`src/rtl/uart_tx_fsm.sv`:
```
// UART transmit framing FSM: start bit, DATA_WIDTH data bits LSB first,
// optional parity bit, stop bit. One bit per baud clock; TX_OUT and busy are registered.
module uart_tx_fsm #(
   parameter int DATA_WIDTH = 8
) (
   input  logic                  clk,
   input  logic                  rst,
   input  logic [DATA_WIDTH-1:0] P_DATA,
   input  logic                  Data_Valid,
   input  logic                  PAR_EN,
   input  logic                  par_bit,
   output logic                  TX_OUT,
   output logic                  busy
);

   localparam int CW = (DATA_WIDTH > 1) ? $clog2(DATA_WIDTH) : 1;
   localparam logic [CW-1:0] LAST = CW'(DATA_WIDTH - 1);

   typedef enum logic [2:0] {
      IDLE,
      START,
      DATA,
      PARITY,
      STOP
   } state_t;

   state_t                state, state_n;
   logic [CW-1:0]         cnt, cnt_n;
   logic [DATA_WIDTH-1:0] shift, shift_n;
   logic                  par_en_q, par_en_n;
   logic                  tx_n, busy_n;

   always_ff @(posedge clk) begin
      if (rst) begin
         state    <= IDLE;
         cnt      <= '0;
         shift    <= '0;
         par_en_q <= 1'b0;
         TX_OUT   <= 1'b1;
         busy     <= 1'b0;
      end else begin
         state    <= state_n;
         cnt      <= cnt_n;
         shift    <= shift_n;
         par_en_q <= par_en_n;
         TX_OUT   <= tx_n;
         busy     <= busy_n;
      end
   end

   // Outputs are computed one cycle ahead so the line is glitch-free from a flop.
   always_comb begin
      state_n  = state;
      cnt_n    = cnt;
      shift_n  = shift;
      par_en_n = par_en_q;
      tx_n     = TX_OUT;
      busy_n   = busy;
      case (state)
         IDLE: begin
            tx_n   = 1'b1;
            busy_n = 1'b0;
            if (Data_Valid) begin
               state_n  = START;
               shift_n  = P_DATA;
               par_en_n = PAR_EN;
               cnt_n    = '0;
               tx_n     = 1'b0;
               busy_n   = 1'b1;
            end
         end
         START: begin
            state_n = DATA;
            tx_n    = shift[0];
            shift_n = shift >> 1;
         end
         DATA: begin
            if (cnt == LAST) begin
               if (par_en_q) begin
                  state_n = PARITY;
                  tx_n    = par_bit;
               end else begin
                  state_n = STOP;
                  tx_n    = 1'b1;
               end
            end else begin
               tx_n    = shift[0];
               shift_n = shift >> 1;
               cnt_n   = cnt + CW'(1);
            end
         end
         PARITY: begin
            state_n = STOP;
            tx_n    = 1'b1;
         end
         STOP: begin
            state_n = IDLE;
            tx_n    = 1'b1;
            busy_n  = 1'b0;
         end
         default: begin
            state_n = IDLE;
            tx_n    = 1'b1;
            busy_n  = 1'b0;
         end
      endcase
   end

endmodule

```
`config.mk`:
```
export PLATFORM = sky130hd
export DESIGN_NAME = uart_tx_fsm
export DESIGN_NICKNAME = d
export VERILOG_FILES = /design/src/rtl/uart_tx_fsm.sv
export SDC_FILE = /design/constraint.sdc
export NUM_CORES = 1
export LEC_CHECK = 0
export BUFFER_PORTS_ARGS = -buffer_cell sky130_fd_sc_hd__buf_2
export CAP_MARGIN = 25
export CORE_MARGIN = 2
export CORE_UTILIZATION = 45
export CTS_CLUSTER_DIAMETER = 150
export DETAILED_ROUTE_END_ITERATION = 7
export GPL_ROUTABILITY_DRIVEN = 0
export PLACE_DENSITY = 0.63
export RECOVER_POWER = 25
export SKIP_LAST_GASP = 1
export SYNTH_ARGS = -nofsm -noshare
export SYNTH_HDL_FRONTEND = slang
export SYNTH_SLANG_ARGS = --single-unit
```
`constraint.sdc`:
```
create_clock -name clk -period 1.81 [get_ports clk]
set_input_delay 0.0905 -clock clk [delete_from_list [all_inputs] [get_ports clk]]
set_output_delay 0.0905 -clock clk [all_outputs]
set_load 0.01 [all_outputs]
```
# Word-level counts from Yosys, hierarchy flattened
# Index checks and enable logic that the tools add are counted.
word_totals:
  regBits: 17
  in_bits: 13
  output_inout_bits: 2
  word_cells: 38
classes:
  n_addsub: 1
  eq_ne: 7
  muxes: 16
  reduce_logical: 8
ops:
  columns: ["op", "count"]
  rows:
  - ["8-bit case mux with 3 select lines", 1]
  - ["8-bit 2-to-1 mux", 2]
  - ["3-bit 2-to-1 mux", 5]
  - ["3-bit case mux with 4 select lines", 1]
  - ["3-bit by 2-bit equality test with 1-bit output (second input constant)", 2]
  - ["2-bit != test (second input constant)", 3]
  - ["3-bit case mux with 2 select lines", 1]
  - ["3-bit AND reduction", 2]
  - ["1-bit 2-to-1 mux", 4]
  - ["2-bit AND reduction", 2]
  - ["3-bit by 1-bit adder with 3-bit output (second input constant)", 1]
  - ["3-bit by 1-bit equality test with 1-bit output (second input constant)", 1]
  - ["3-bit equality test (second input constant)", 1]
  - ["3-bit zero test", 1]
  - ["1-bit case mux with 3 select lines", 1]
  - ["3-bit nonzero test", 1]
  - ["3-bit OR reduction", 1]
  - ["1-bit case mux with 2 select lines", 1]
  - ["2-bit nonzero test", 1]

# Longest topological paths before layout
depth:
  depth_word: 3
  mapped_depth: 6

# Least setup slack after synthesis
# OpenSTA, ideal clock, no wires.
synth_timing:
  path_type: "register to register"
  start: "register cnt[0]"
  end: "register cnt[0]"
  setup_time_ns: 0.130
  arrival_time_ns: 1.466
  slack_ns: 0.213
  stages_incl_launch_ff: 7
  path_buffers: 0
  period_less_slack_ns: 1.597
  cell_sequence: "dfxtp_1 > ha_1 > ha_1 > nand2b_1 > a211oi_2 > mux2i_1 > nor2_1"
synth_between:
  elab_chain_len: 3
synth_rtl:
  columns: ["item", "line_no", "text"]
  rows:
  - ["start, declared", "28", "logic [CW-1:0] cnt, cnt_n;"]
  - ["start signal, assigned", "43", "cnt <= cnt_n;"]
  - ["3-bit by 1-bit adder with 3-bit output or 3-bit equality test (tied branches)", "89, 78", null]
  - ["3-bit 2-to-1 mux or 2-bit != test (tied branches)", null, null]
  - ["3-bit case mux with 2 select lines or 3-bit AND reduction (tied branches)", null, null]
# Parallel ways exist; a longest one is shown, timed or not. The select of a mux whose other input is x is not followed.
# A chain may end at the register's enable or synchronous reset.

# Worst setup path after layout
# Ends and elaborated chain as after synthesis.

==> impl_metrics.py <==
metrics = {
    "drt": {
        "drt_iter0_markers": 5,
        "wl_um": 1430,
        "vias_per_cell": 5.13,
        "drc_errors": 0,
        "first_pass_iters": 3,
        "vias": 646,
        "wl_per_cell_um": 11.4,
        "final_antenna_net_count": 0,
    },
    "yosys": {
        "synthMuxAreaShare": 0.116,
        "synth_top_cell_by_area": "dfxtp_1",
        "syn_inst": 86,
        "synth-edff-count": 0,
        "synth_compound_area_frac": 0.194,
        "syn_nets": 101,
        "synthTopCellsByArea": "dfxtp_1, mux2i_1, nor2_1, a211oi_1, a211oi_2",
        "synth_top_family_by_area": "simple AND/OR/NAND/NOR gates",
        "synth-async-reset-ratio": 0,
        "ys_ff_latch": 17,
        "ys_seq_area_frac": 0.395,
        "synth_top_area_share": 0.395,
        "avgSynthCellArea_um2": 10.0,
        "synth_commonest_cells": "dfxtp_1, nor2_1, mux2i_1",
        "ys_warn_count": 0,
        "yosys.area_share.adder": 0.0290,
        "synth_cell_types": 26,
        "synth_xor_area_frac": 0,
        "mappedNetlistArea_um2": 862,
        "synth-simple-area-share": 0.221,
        "synth_most_common_cell": "dfxtp_1",
        "synthFlopType": "dfxtp_1",
    },
    "final_layout": {
        "nets": 117,
        "fin_cells": 126,
        "layout-drive-gt1-share": 0.238,
        "diodes": 0,
        "area_delta_synth_final_pct": 12.6,
    },
    "run": {
        "max_cap_viol_count": 0,
    },
    "floorplanning": {
        "ioPinCount": 15,
        "dieWidth_um": 47.8,
        "core_mm2": 0.00176,
        "rows": 15,
        "dieArea_mm2": 0.00228,
        "start_util": 0.489,
        "die_h_um": 47.8,
    },
    "power_and_ir_drop": {
        "pwr_density_cell_mw_per_mm2": 824,
        "ir_drop_uv": 376,
        "p_leak_nw": 0.399,
    },
    "timing": {
        "slew_viol_final": 0,
        "tightestPinTransition_ps": 384,
        "fin_hold_ws_ps": 47.8,
        "setup_violations": 0,
        "max_freq_mhz": 583,
        "period_minus_slack_ps": 1710,
        "fin_crit_sh": 0.947,
        "fin_skew_ps": 4.02,
        "maxSlewHeadroom": 0.744,
        "finalHoldViolCount": 0,
    },
    "cts": {
        "clk-insertion-delay-late_ps": 290,
        "postCtsSetupRepairBufs": 0,
        "clock-sinks": 17,
        "cts.htree.levels": 1,
        "tritoncts": "yes",
        "cts_made_buffers": 3,
        "cts.clk_slew.worst_paths_ps": 100,
        "clockBufferDepth": 2,
        "root_buffer": "clkbuf_4",
    },
    "global_route": {
        "grt_use_total": 0.151,
        "antenna_found_initial": 0,
        "globalRouteOverflowTotal": 0,
        "grt_pass1_vias": 545,
        "grt_pass1_wl_um": 2430,
        "grt_max_degree": 17,
    },
    "worst_setup_path": {
        "cp.required_ps": 1990,
        "crit_type": "reg2reg",
        "crit_path_max_fanout": 6,
        "cp_slowest_stage_delay_ps": 340,
        "worst_path_most_repeated_cell": "ha_1",
        "path_cells": "ha_1 > ha_1 > nand2b_1 > a211oi_4 > mux2i_1 > nor2_1",
        "cp_slowest_cell": "dfxtp_1",
        "startpoint_type": "flip-flop",
        "crit_path_end_kind": "flip-flop",
        "cp_data_arrival_time_ps": 1890,
    },
    "run_status": {
        "outcome": "finished, final reports clean",
    },
    "place": {
        "dp_hpwl_um": 1050,
        "portBuffers": 14,
        "dp.cells": 122,
    },
    "worst_hold_path": {
        "min_path_type": "in2reg",
    },
}
==> cell usage in the layout, fill, tap and decap left out, drive strengths merged, types with 2 or more instances in the layout <==
| master | count |
|---|---|
| nand3b | 2 |
| buf | 14 |
| a21oi | 4 |
| dfxtp | 17 |
| o21ai | 3 |
| mux2i | 10 |
| a211oi | 8 |
| nor3 | 2 |
| nand2b | 8 |
| nand3 | 4 |
| nor2 | 13 |
| clkbuf | 6 |
| ha | 2 |
==> worst max-delay path, delay by kind of cell, from the launching register on <==
family          cells  cell delay, ps
simple gates        2             260
mux                 1             220
flops               1             340
fa+ha+maj           2             460
compound gates      1             340
==> repair_timing <==
action                                  CTS  global route
resized for setup                         0             1
endpoints found under the setup margin    0             1
hold buffers                              0             0
==> power breakdown <==
group / leakage, nW / switching [W] / internal [W]
Combinational: 0.244 / 0.0000829 / 0.0000839
Clock: 0.0150 / 0.000115 / 0.0000856
Sequential: 0.140 / 0.0000251 / 0.000407
Total: 0.399 / 0.000223 / 0.000577
==> sequential cells by signal (all words and copies together) (netlist names) <==
register and cells:
cnt 3, busy 1, state 3, shift 8, TX_OUT 1, par_en_q 1
==> final timing paths <==
path                            cells past startpoint  slack (ps)                   from               endpoint
worst min-delay path                                3          50                 PAR_EN  par_en_q$_SDFFE_PP0P_
worst max-delay path                                6         100    cnt[0]$_SDFFE_PP0P_    cnt[0]$_SDFFE_PP0P_
worst min register to register                      2         470  shift[7]$_SDFFE_PP0P_  shift[7]$_SDFFE_PP0P_
worst max register to register                      6         100    cnt[0]$_SDFFE_PP0P_    cnt[0]$_SDFFE_PP0P_
==> cell type report <==
cell class,count,area [um2]
Clock buffer,4,26.3
Timing Repair Buffer,16,82.6
Multi-Input combinational cell,64,490
Tap cell,25,31.3
Sequential cell,17,340
Fill cell,196,793
==> through the flow <==
stage	utilization	area (um2)	setup TNS, ps	setup slack [ps]	power (W)
after CTS	0.548	966	0	85.7	0.000813
final	0.550	971	0	95.8	0.000800
after global placement	0.533	940	0	136	0.000604
after floorplan	-	862	0	213	0.000575
after detailed placement	0.533	940	0	105	0.000607
after global routing	0.550	971	-0.00111	-0.00111	0.000853
==> layer usage <==
layer	GRT usage	share of wire	vias up
met3	0.0340	0.028	2
met2	0.205	0.46	6
met5	0	0	-
li1	-	-	343
met4	0.0649	0.0042	0
met1	0.227	0.51	295
==> logic make-up (layout without fill, tap and decap cells) <==
family / Yosys count / after routing
AND/OR/NAND/NOR: 34 / 34
multiplexers: 10 / 10
flip-flops: 17 / 17
AO/OA/AOI/OAI: 18 / 18
buffers and inverters: 5 / 20
adder cells (fa/ha/maj): 2 / 2
(Power assumes the default switching activity.)
